[src/rtl/wb_commit_stage_if.sv]
// ============================================================================
// Module      : wb_commit_stage_if
// Description : Bundle of handshake, regfile-write, forwarding and status
//               signals for the writeback/commit stage.
//               slave  modport : the commit stage itself
//               master modport : upstream pipeline / regfile side
//               Upstream inputs : in_valid, in_src_data, in_sel, in_rd_ena,
//                                 in_rd_addr, in_pc, in_inst, wb_stall
//               Stage outputs   : in_ready, wb_rd_ena, wb_rd_addr, wb_data,
//                                 fwd_valid, fwd_rd_addr, fwd_rd_data,
//                                 retire_cnt, halt
//                                 (+ trace_valid, trace_pc, trace_inst when
//                                  WB_COMMIT_TRACE_EN is defined)
// Revision    : 1.0 - initial release
// ============================================================================
`timescale 1ns/1ps
`default_nettype none

interface wb_commit_stage_if #(
    parameter int XLEN   = 64,
    parameter int NSRC   = 3,
    parameter int SEL_W  = 2,
    parameter int REG_AW = 5,
    parameter int CNT_W  = 64
);
    logic                   in_valid;
    logic                   in_ready;
    logic [NSRC*XLEN-1:0]   in_src_data;
    logic [SEL_W-1:0]       in_sel;
    logic                   in_rd_ena;
    logic [REG_AW-1:0]      in_rd_addr;
    logic [63:0]            in_pc;
    logic [31:0]            in_inst;
    logic                   wb_stall;
    logic                   wb_rd_ena;
    logic [REG_AW-1:0]      wb_rd_addr;
    logic [XLEN-1:0]        wb_data;
    logic                   fwd_valid;
    logic [REG_AW-1:0]      fwd_rd_addr;
    logic [XLEN-1:0]        fwd_rd_data;
    logic [CNT_W-1:0]       retire_cnt;
    logic                   halt;
`ifdef WB_COMMIT_TRACE_EN
    logic                   trace_valid;
    logic [63:0]            trace_pc;
    logic [31:0]            trace_inst;
`endif

    modport slave (
        input  in_valid, in_src_data, in_sel, in_rd_ena, in_rd_addr,
               in_pc, in_inst, wb_stall,
`ifdef WB_COMMIT_TRACE_EN
        output trace_valid, trace_pc, trace_inst,
`endif
        output in_ready, wb_rd_ena, wb_rd_addr, wb_data, fwd_valid,
               fwd_rd_addr, fwd_rd_data, retire_cnt, halt
    );

    modport master (
        output in_valid, in_src_data, in_sel, in_rd_ena, in_rd_addr,
               in_pc, in_inst, wb_stall,
`ifdef WB_COMMIT_TRACE_EN
        input  trace_valid, trace_pc, trace_inst,
`endif
        input  in_ready, wb_rd_ena, wb_rd_addr, wb_data, fwd_valid,
               fwd_rd_addr, fwd_rd_data, retire_cnt, halt
    );
endinterface

`default_nettype wire

[src/rtl/wb_commit_stage.sv]
// ============================================================================
// Module      : wb_commit_stage
// Description : Writeback/commit stage. Selects one of NSRC result sources at
//               enqueue, buffers entries in a DEPTH-entry in-order FIFO and
//               retires them to the register file under wb_stall
//               back-pressure. Provides rd forwarding from the FIFO head, a
//               retired-instruction counter and an ebreak halt FSM.
//               Ports : clk, rst (async active-low), bus (wb_commit_stage_if
//                       slave modport, see interface header for members).
//               Optional feature macro WB_COMMIT_TRACE_EN adds per-entry PC
//               storage and trace_valid/trace_pc/trace_inst outputs.
// Revision    : 1.0 - initial release
// ============================================================================
`timescale 1ns/1ps
`default_nettype none

module wb_commit_stage #(
    parameter int XLEN   = 64,
    parameter int NSRC   = 3,
    parameter int SEL_W  = 2,
    parameter int DEPTH  = 2,
    parameter int REG_AW = 5,
    parameter int CNT_W  = 64
) (
    input  logic              clk,
    input  logic              rst,
    wb_commit_stage_if.slave  bus
);
    localparam int                 c_PTR_W     = (DEPTH > 1) ? $clog2(DEPTH) : 1;
    localparam logic [c_PTR_W:0]   c_DEPTH_CNT = (c_PTR_W+1)'(DEPTH);
    localparam logic [31:0]        c_EBREAK    = 32'h00100073;

    typedef enum logic [0:0] {
        S_RUN  = 1'b0,
        S_HALT = 1'b1
    } state_t;

    // FIFO storage (no reset needed: every read is qualified by r_count)
    logic [XLEN-1:0]    r_data    [DEPTH];
    logic [REG_AW-1:0]  r_rd_addr [DEPTH];
    logic [31:0]        r_inst    [DEPTH];
    logic [DEPTH-1:0]   r_rd_ena;
`ifdef WB_COMMIT_TRACE_EN
    logic [63:0]        r_pc      [DEPTH];
`endif

    logic [c_PTR_W-1:0] r_wr_ptr;
    logic [c_PTR_W-1:0] r_rd_ptr;
    logic [c_PTR_W:0]   r_count;
    logic [CNT_W-1:0]   r_retire_cnt;
    state_t             r_state;
    logic               r_halt;

    logic               w_not_empty;
    logic               w_run;
    logic               w_in_ready;
    logic               w_push;
    logic               w_pop;
    logic               w_head_rd_ena;
    logic [REG_AW-1:0]  w_head_addr;
    logic [XLEN-1:0]    w_head_data;
    logic [XLEN-1:0]    w_sel_data;

    assign w_not_empty = (r_count != '0);
    assign w_run       = (r_state == S_RUN);
    // No full-bypass: a pop in the same cycle does not open a slot early.
    assign w_in_ready  = (r_count < c_DEPTH_CNT) & w_run;
    assign w_push      = bus.in_valid & w_in_ready;
    assign w_pop       = w_not_empty & ~bus.wb_stall & w_run;

    // Head view is forced to zero when empty so outputs never show stale data.
    assign w_head_rd_ena = w_not_empty & r_rd_ena[r_rd_ptr];
    assign w_head_addr   = w_not_empty ? r_rd_addr[r_rd_ptr] : '0;
    assign w_head_data   = w_not_empty ? r_data[r_rd_ptr]    : '0;

    // Source mux; select values without a matching source yield zero.
    always_comb begin
        w_sel_data = '0;
        for (int k = 0; k < NSRC; k++) begin
            if (bus.in_sel == SEL_W'(k)) begin
                w_sel_data = bus.in_src_data[k*XLEN +: XLEN];
            end
        end
    end

    always_ff @(posedge clk) begin
        if (w_push) begin
            r_data[r_wr_ptr]    <= w_sel_data;
            r_rd_addr[r_wr_ptr] <= bus.in_rd_addr;
            r_inst[r_wr_ptr]    <= bus.in_inst;
            // Writes to x0 are dropped here so neither retire nor forward sees them.
            r_rd_ena[r_wr_ptr]  <= bus.in_rd_ena & (bus.in_rd_addr != '0);
`ifdef WB_COMMIT_TRACE_EN
            r_pc[r_wr_ptr]      <= bus.in_pc;
`endif
        end
    end

    always_ff @(posedge clk or negedge rst) begin
        if (!rst) begin
            r_wr_ptr     <= '0;
            r_rd_ptr     <= '0;
            r_count      <= '0;
            r_retire_cnt <= '0;
        end else begin
            if (w_push) begin
                r_wr_ptr <= r_wr_ptr + c_PTR_W'(1);
            end
            if (w_pop) begin
                r_rd_ptr     <= r_rd_ptr + c_PTR_W'(1);
                r_retire_cnt <= r_retire_cnt + CNT_W'(1);
            end
            case ({w_push, w_pop})
                2'b10:   r_count <= r_count + (c_PTR_W+1)'(1);
                2'b01:   r_count <= r_count - (c_PTR_W+1)'(1);
                default: r_count <= r_count;
            endcase
        end
    end

    // Halt FSM: the ebreak itself retires on the transition edge; afterwards
    // the FIFO is frozen until reset.
    always_ff @(posedge clk or negedge rst) begin
        if (!rst) begin
            r_state <= S_RUN;
            r_halt  <= 1'b0;
        end else begin
            case (r_state)
                S_RUN: begin
                    if (w_pop && (r_inst[r_rd_ptr] == c_EBREAK)) begin
                        r_state <= S_HALT;
                        r_halt  <= 1'b1;
                    end
                end
                S_HALT: begin
                    r_state <= S_HALT;
                    r_halt  <= 1'b1;
                end
                default: begin
                    r_state <= S_RUN;
                    r_halt  <= 1'b0;
                end
            endcase
        end
    end

    assign bus.in_ready    = w_in_ready;
    assign bus.wb_rd_ena   = w_pop & w_head_rd_ena;
    assign bus.wb_rd_addr  = w_head_addr;
    assign bus.wb_data     = w_head_data;
    assign bus.fwd_valid   = w_head_rd_ena;
    assign bus.fwd_rd_addr = w_head_addr;
    assign bus.fwd_rd_data = w_head_data;
    assign bus.retire_cnt  = r_retire_cnt;
    assign bus.halt        = r_halt;

`ifdef WB_COMMIT_TRACE_EN
    assign bus.trace_valid = w_pop;
    assign bus.trace_pc    = w_not_empty ? r_pc[r_rd_ptr]   : '0;
    assign bus.trace_inst  = w_not_empty ? r_inst[r_rd_ptr] : '0;
`else
    // The PC is only needed for trace output.
    logic w_unused_pc;
    assign w_unused_pc = ^bus.in_pc;
`endif

endmodule

`default_nettype wire
[src/flat_wrapper.sv]
// flat-port wrapper written by rule: the top's interface ports become plain ports
module wb_commit_stage_flat 
#(
    parameter int XLEN   = 64,
    parameter int NSRC   = 3,
    parameter int SEL_W  = 2,
    parameter int DEPTH  = 2,
    parameter int REG_AW = 5,
    parameter int CNT_W  = 64
)
  (clk, rst, bus_in_valid, bus_in_src_data, bus_in_sel, bus_in_rd_ena, bus_in_rd_addr, bus_in_pc, bus_in_inst, bus_wb_stall, bus_in_ready, bus_wb_rd_ena, bus_wb_rd_addr, bus_wb_data, bus_fwd_valid, bus_fwd_rd_addr, bus_fwd_rd_data, bus_retire_cnt, bus_halt);
  wb_commit_stage_if #(.XLEN(XLEN), .NSRC(NSRC), .SEL_W(SEL_W), .REG_AW(REG_AW), .CNT_W(CNT_W)) bus_i ();
  input  logic clk;
  input  logic rst;
  input wire logic [$bits(bus_i.in_valid)-1:0] bus_in_valid;
  input wire logic [$bits(bus_i.in_src_data)-1:0] bus_in_src_data;
  input wire logic [$bits(bus_i.in_sel)-1:0] bus_in_sel;
  input wire logic [$bits(bus_i.in_rd_ena)-1:0] bus_in_rd_ena;
  input wire logic [$bits(bus_i.in_rd_addr)-1:0] bus_in_rd_addr;
  input wire logic [$bits(bus_i.in_pc)-1:0] bus_in_pc;
  input wire logic [$bits(bus_i.in_inst)-1:0] bus_in_inst;
  input wire logic [$bits(bus_i.wb_stall)-1:0] bus_wb_stall;
  output wire logic [$bits(bus_i.in_ready)-1:0] bus_in_ready;
  output wire logic [$bits(bus_i.wb_rd_ena)-1:0] bus_wb_rd_ena;
  output wire logic [$bits(bus_i.wb_rd_addr)-1:0] bus_wb_rd_addr;
  output wire logic [$bits(bus_i.wb_data)-1:0] bus_wb_data;
  output wire logic [$bits(bus_i.fwd_valid)-1:0] bus_fwd_valid;
  output wire logic [$bits(bus_i.fwd_rd_addr)-1:0] bus_fwd_rd_addr;
  output wire logic [$bits(bus_i.fwd_rd_data)-1:0] bus_fwd_rd_data;
  output wire logic [$bits(bus_i.retire_cnt)-1:0] bus_retire_cnt;
  output wire logic [$bits(bus_i.halt)-1:0] bus_halt;
  assign bus_i.in_valid = bus_in_valid;
  assign bus_i.in_src_data = bus_in_src_data;
  assign bus_i.in_sel = bus_in_sel;
  assign bus_i.in_rd_ena = bus_in_rd_ena;
  assign bus_i.in_rd_addr = bus_in_rd_addr;
  assign bus_i.in_pc = bus_in_pc;
  assign bus_i.in_inst = bus_in_inst;
  assign bus_i.wb_stall = bus_wb_stall;
  assign bus_in_ready = bus_i.in_ready;
  assign bus_wb_rd_ena = bus_i.wb_rd_ena;
  assign bus_wb_rd_addr = bus_i.wb_rd_addr;
  assign bus_wb_data = bus_i.wb_data;
  assign bus_fwd_valid = bus_i.fwd_valid;
  assign bus_fwd_rd_addr = bus_i.fwd_rd_addr;
  assign bus_fwd_rd_data = bus_i.fwd_rd_data;
  assign bus_retire_cnt = bus_i.retire_cnt;
  assign bus_halt = bus_i.halt;
  wb_commit_stage #(.XLEN(XLEN), .NSRC(NSRC), .SEL_W(SEL_W), .DEPTH(DEPTH), .REG_AW(REG_AW), .CNT_W(CNT_W)) u_core (.clk(clk), .rst(rst), .bus(bus_i));
endmodule
[config.mk]
export PLATFORM = sky130hd
export DESIGN_NAME = wb_commit_stage_flat
export DESIGN_NICKNAME = d
export VERILOG_FILES = /design/src/rtl/wb_commit_stage_if.sv /design/src/rtl/wb_commit_stage.sv /design/src/flat_wrapper.sv
export SDC_FILE = /design/constraint.sdc
export NUM_CORES = 1
export LEC_CHECK = 0
export ABC_CLOCK_PERIOD_IN_PS = 8850
export CAP_MARGIN = 30
export CORE_AREA = 10 10 189 191
export CTS_CLUSTER_SIZE = 8
export DETAILED_ROUTE_END_ITERATION = 8
export DIE_AREA = 0 0 199 201
export PLACE_DENSITY = 0.86
export SLEW_MARGIN = 20
export SYNTH_ARGS = -nofsm -noshare
export SYNTH_HDL_FRONTEND = slang
export SYNTH_SLANG_ARGS = --single-unit
[constraint.sdc]
create_clock -name clk -period 8.85 [get_ports clk]
set_clock_uncertainty 0.15 [all_clocks]
set_input_delay 2.655 -clock clk [delete_from_list [all_inputs] [get_ports clk]]
set_output_delay 2.655 -clock clk [all_outputs]
set_load 0.005 [all_outputs]
==> run metrics <==
Post-Syn Nets=approximately 1300; Multi-input gate area=just under 4000 um2; post-synth top area cell=edfxtp_1; most common cell after layout, fill and taps aside=clkdlybuf4s50_1; number of port buffers=441; Worst setup startpoint=bus_wb_stall; clock sink count=274; layout cells sized above 1=0.0515; Synth warnings=0; Storage cell area=7880 um2; fin crit period=between 6000 and 7000 ps; Die Footprint=about 40000 um2; Final Setup Violations=0; share of the synthesized area in the top cell type=0.492; Clk pwr share=0.287; sw frac=0.297; commonest cells after routing, fill and taps aside=clkdlybuf4s50_1 (438), edfxtp_1 (204), mux2i_1 (134), nor2_1 (100), nand2_1 (96); worst-margin pin slew=about 910 ps; drt wl/cell=roughly 22 um; final wirelength=39.4 mm; max_cap viols=0; DR pass1 iterations=5; CTS tree=built; sequential area share after synthesis=0.633; DRT iter0 DRCs=around 560; Synth area leaders=edfxtp_1 (49%), dfrtp_1 (14%), mux2i_1 (11%); Leak=slightly below 7 nW; setup TNS=0 ps; Critical Path RT=roughly 6100 ps; Synth Area in XOR/XNOR=0.0479; RSZ-0062 raised after global routing=no; deepest clock path buffer count=3; Avg Cell Area, Syn=~13 um2; CTS clock-pin slew for the worst setup and hold paths=50 ps; final instance area=17900 um2; P_sw=1.43 mW; Worst Setup EP=bus_wb_rd_ena; P_int=3.39 mW; Post-Synth Simple-Gate Area=0.123; initial antenna violation count=4; Cells after Synth=982; Setup Fix Bufs, Post-CTS=0; Final Util=0.559; Post-DP HPWL=29.8 mm; fillcell total=2532; crit start category=primary input; CTS Buf Count=40; Min-Delay Path Class=reg -> reg; Die W=199 um; Core ar.=around 32000 um2; vias=between 9000 and 10000; maximum VDD drop=roughly 0.00016 V; largest family of logic cells by synthesized area=simple AND/OR/NAND/NOR gates; placement-stage cell area=~17000 um2; # DRC=0; Register-to-Register Setup Slack=5950 ps; later-pin clock latency in the skew report=520 ps; mux cell area share after synthesis=0.109; DR vias/cell=about 5.1; crit path kind=in -> out; pwr dens=between 200 and 300 nW/um2; total grt overflow=0; Rel. slew slack=0.389; Synth cell types=37; synthesis-to-finish area growth=43.9%; worst r2r path cells=4; cell area after synthesis=approximately 12000 um2; pre-CTS setup slack=slightly above 2000 ps; CP Max Fanout=2; largest net degree at the start of global routing=72; logic gate share of total power=0.350; number of synthesized flops with an enable pin=just over 200; Tot Pwr=between 4 and 5 mW; Data arrival, critical path=4020 ps; Synth Area in Adders=0.00201; FF+latch count, synth=approximately 270; post-CTS sizing=0; number of H-tree levels=2; worst r2r dst=u_core.r_data[0][31]$_DFFE_PP_; final hold violation count=0; DRT antenna net count=0; crit end category=output pin; Synth Area in Compound Gates=0.0280; Root Driver=clkbuf_16; Flop pwr share=0.363; Highest Clock Rate=about 150 MHz; Tot GR Track Use=0.191; final period utilization=0.771; placement row count=between 60 and 70; Starting Density=0.388; Pins Over Slew Limit=0; outcome=finished clean; Nets=1667; Critical R2R Launch=u_core.r_state$_DFF_PN0_; first-pass GRT wire length=58.6 mm; setup ws final=~2000 ps; vias in the first global route=approximately 10000; Hold Buf Count CTS=0; Ports=around 510; asr flop ratio synth=0.255; die height=roughly 200 um; RePlAce Congestion=around 0.82; predominant post-synthesis flop cell=edfxtp_1
==> state kept, by name, summed over array words and instances (netlist names) <==
| register | flops |
|---|---|
| u_core.r_rd_addr | 10 |
| u_core.bus.retire_cnt | 64 |
| u_core.r_state | 1 |
| u_core.r_rd_ptr | 1 |
| u_core.r_inst | 64 |
| u_core.r_count | 2 |
| u_core.r_wr_ptr | 1 |
| u_core.bus.halt | 1 |
| u_core.r_rd_ena | 2 |
| u_core.r_data | 128 |
==> cell type report <==
type | count | share of cell area
well taps | 408 | 0.0285
inverters | 8 | 0.00168
clock inverters | 3 | 0.00447
diodes | 3 | 0.000419
repair buffers | 450 | 0.250
flip-flops and latches | 274 | 0.440
multi-input cells | 591 | 0.217
clock buffers | 52 | 0.0584
==> worst max-delay path, cell delays in order <==
cell and delay, ps:
clkdlybuf4s50_1 440, nor4_1 290, clkdlybuf4s50_1 630
==> logic make-up (layout without fill, tap and decap cells) <==
kind of cell | after synthesis | count (layout)
xor gates and xnor gates | 68 | 68
DFF | 274 | 274
buffers and inverters | 117 | 513
other | 0 | 3
and+or+nand+nor | 319 | 319
muxes | 135 | 135
AOI/OAI and AO/OA | 67 | 67
adders and majority gates | 2 | 2
==> synth_stat cells, types with 7 or more instances <==
cell / count
edfxtp_1: 204
mux2i_1: 134
nor2_1: 102
nand2_1: 96
buf_4: 71
dfrtp_1: 70
o21ai_0: 64
xnor2_1: 36
xor2_1: 32
clkbuf_1: 30
nand3_1: 26
nand4_1: 26
nor3_1: 19
nor4_1: 15
and3_1: 9
buf_1: 7
==> power groups by stage <==
stage	combinational [mW]	sequential [mW]	clock [mW]
2_1_floorplan	0.836	1.73	0
3_3_place_gp	1.68	1.76	0
3_5_place_dp	1.70	1.77	0
4_1_cts	1.72	1.75	1.41
5_1_grt	1.80	1.77	1.46
6_report	1.69	1.75	1.38
==> worst min-delay path by stage <==
stage	slack (ps)	cells after the start	start	endpoint
after floorplan	310	2	u_core.bus.halt$_DFFE_PN0P_	u_core.bus.halt$_DFFE_PN0P_
after detailed placement	310	1	u_core.bus.retire_cnt[63]$_DFFE_PN0P_	u_core.bus.retire_cnt[63]$_DFFE_PN0P_
after global placement	310	2	u_core.bus.halt$_DFFE_PN0P_	u_core.bus.halt$_DFFE_PN0P_
after CTS	330	1	u_core.bus.retire_cnt[63]$_DFFE_PN0P_	u_core.bus.retire_cnt[63]$_DFFE_PN0P_
after global routing	330	1	u_core.bus.retire_cnt[63]$_DFFE_PN0P_	u_core.bus.retire_cnt[63]$_DFFE_PN0P_
final	330	1	u_core.bus.retire_cnt[63]$_DFFE_PN0P_	u_core.bus.retire_cnt[63]$_DFFE_PN0P_
==> per-stage QoR <==
step                      std cells  hold WS [ps]
after floorplan                 982           309
after global placement         1731           312
after detailed placement       1731           315
after CTS                      1786           327
after global routing           1789           334
final                          1789           325
==> per-layer routing <==
layer | vias up | GRT usage | wire (um)
met5 | - | 0 | 0
met4 | 0 | 0.0657 | 1240
met2 | 417 | 0.347 | 20900
li1 | 4238 | - | -
met3 | 72 | 0.0669 | 3670
met1 | 4452 | 0.197 | 13700
Note: power is estimated with default switching activity, not from simulation.
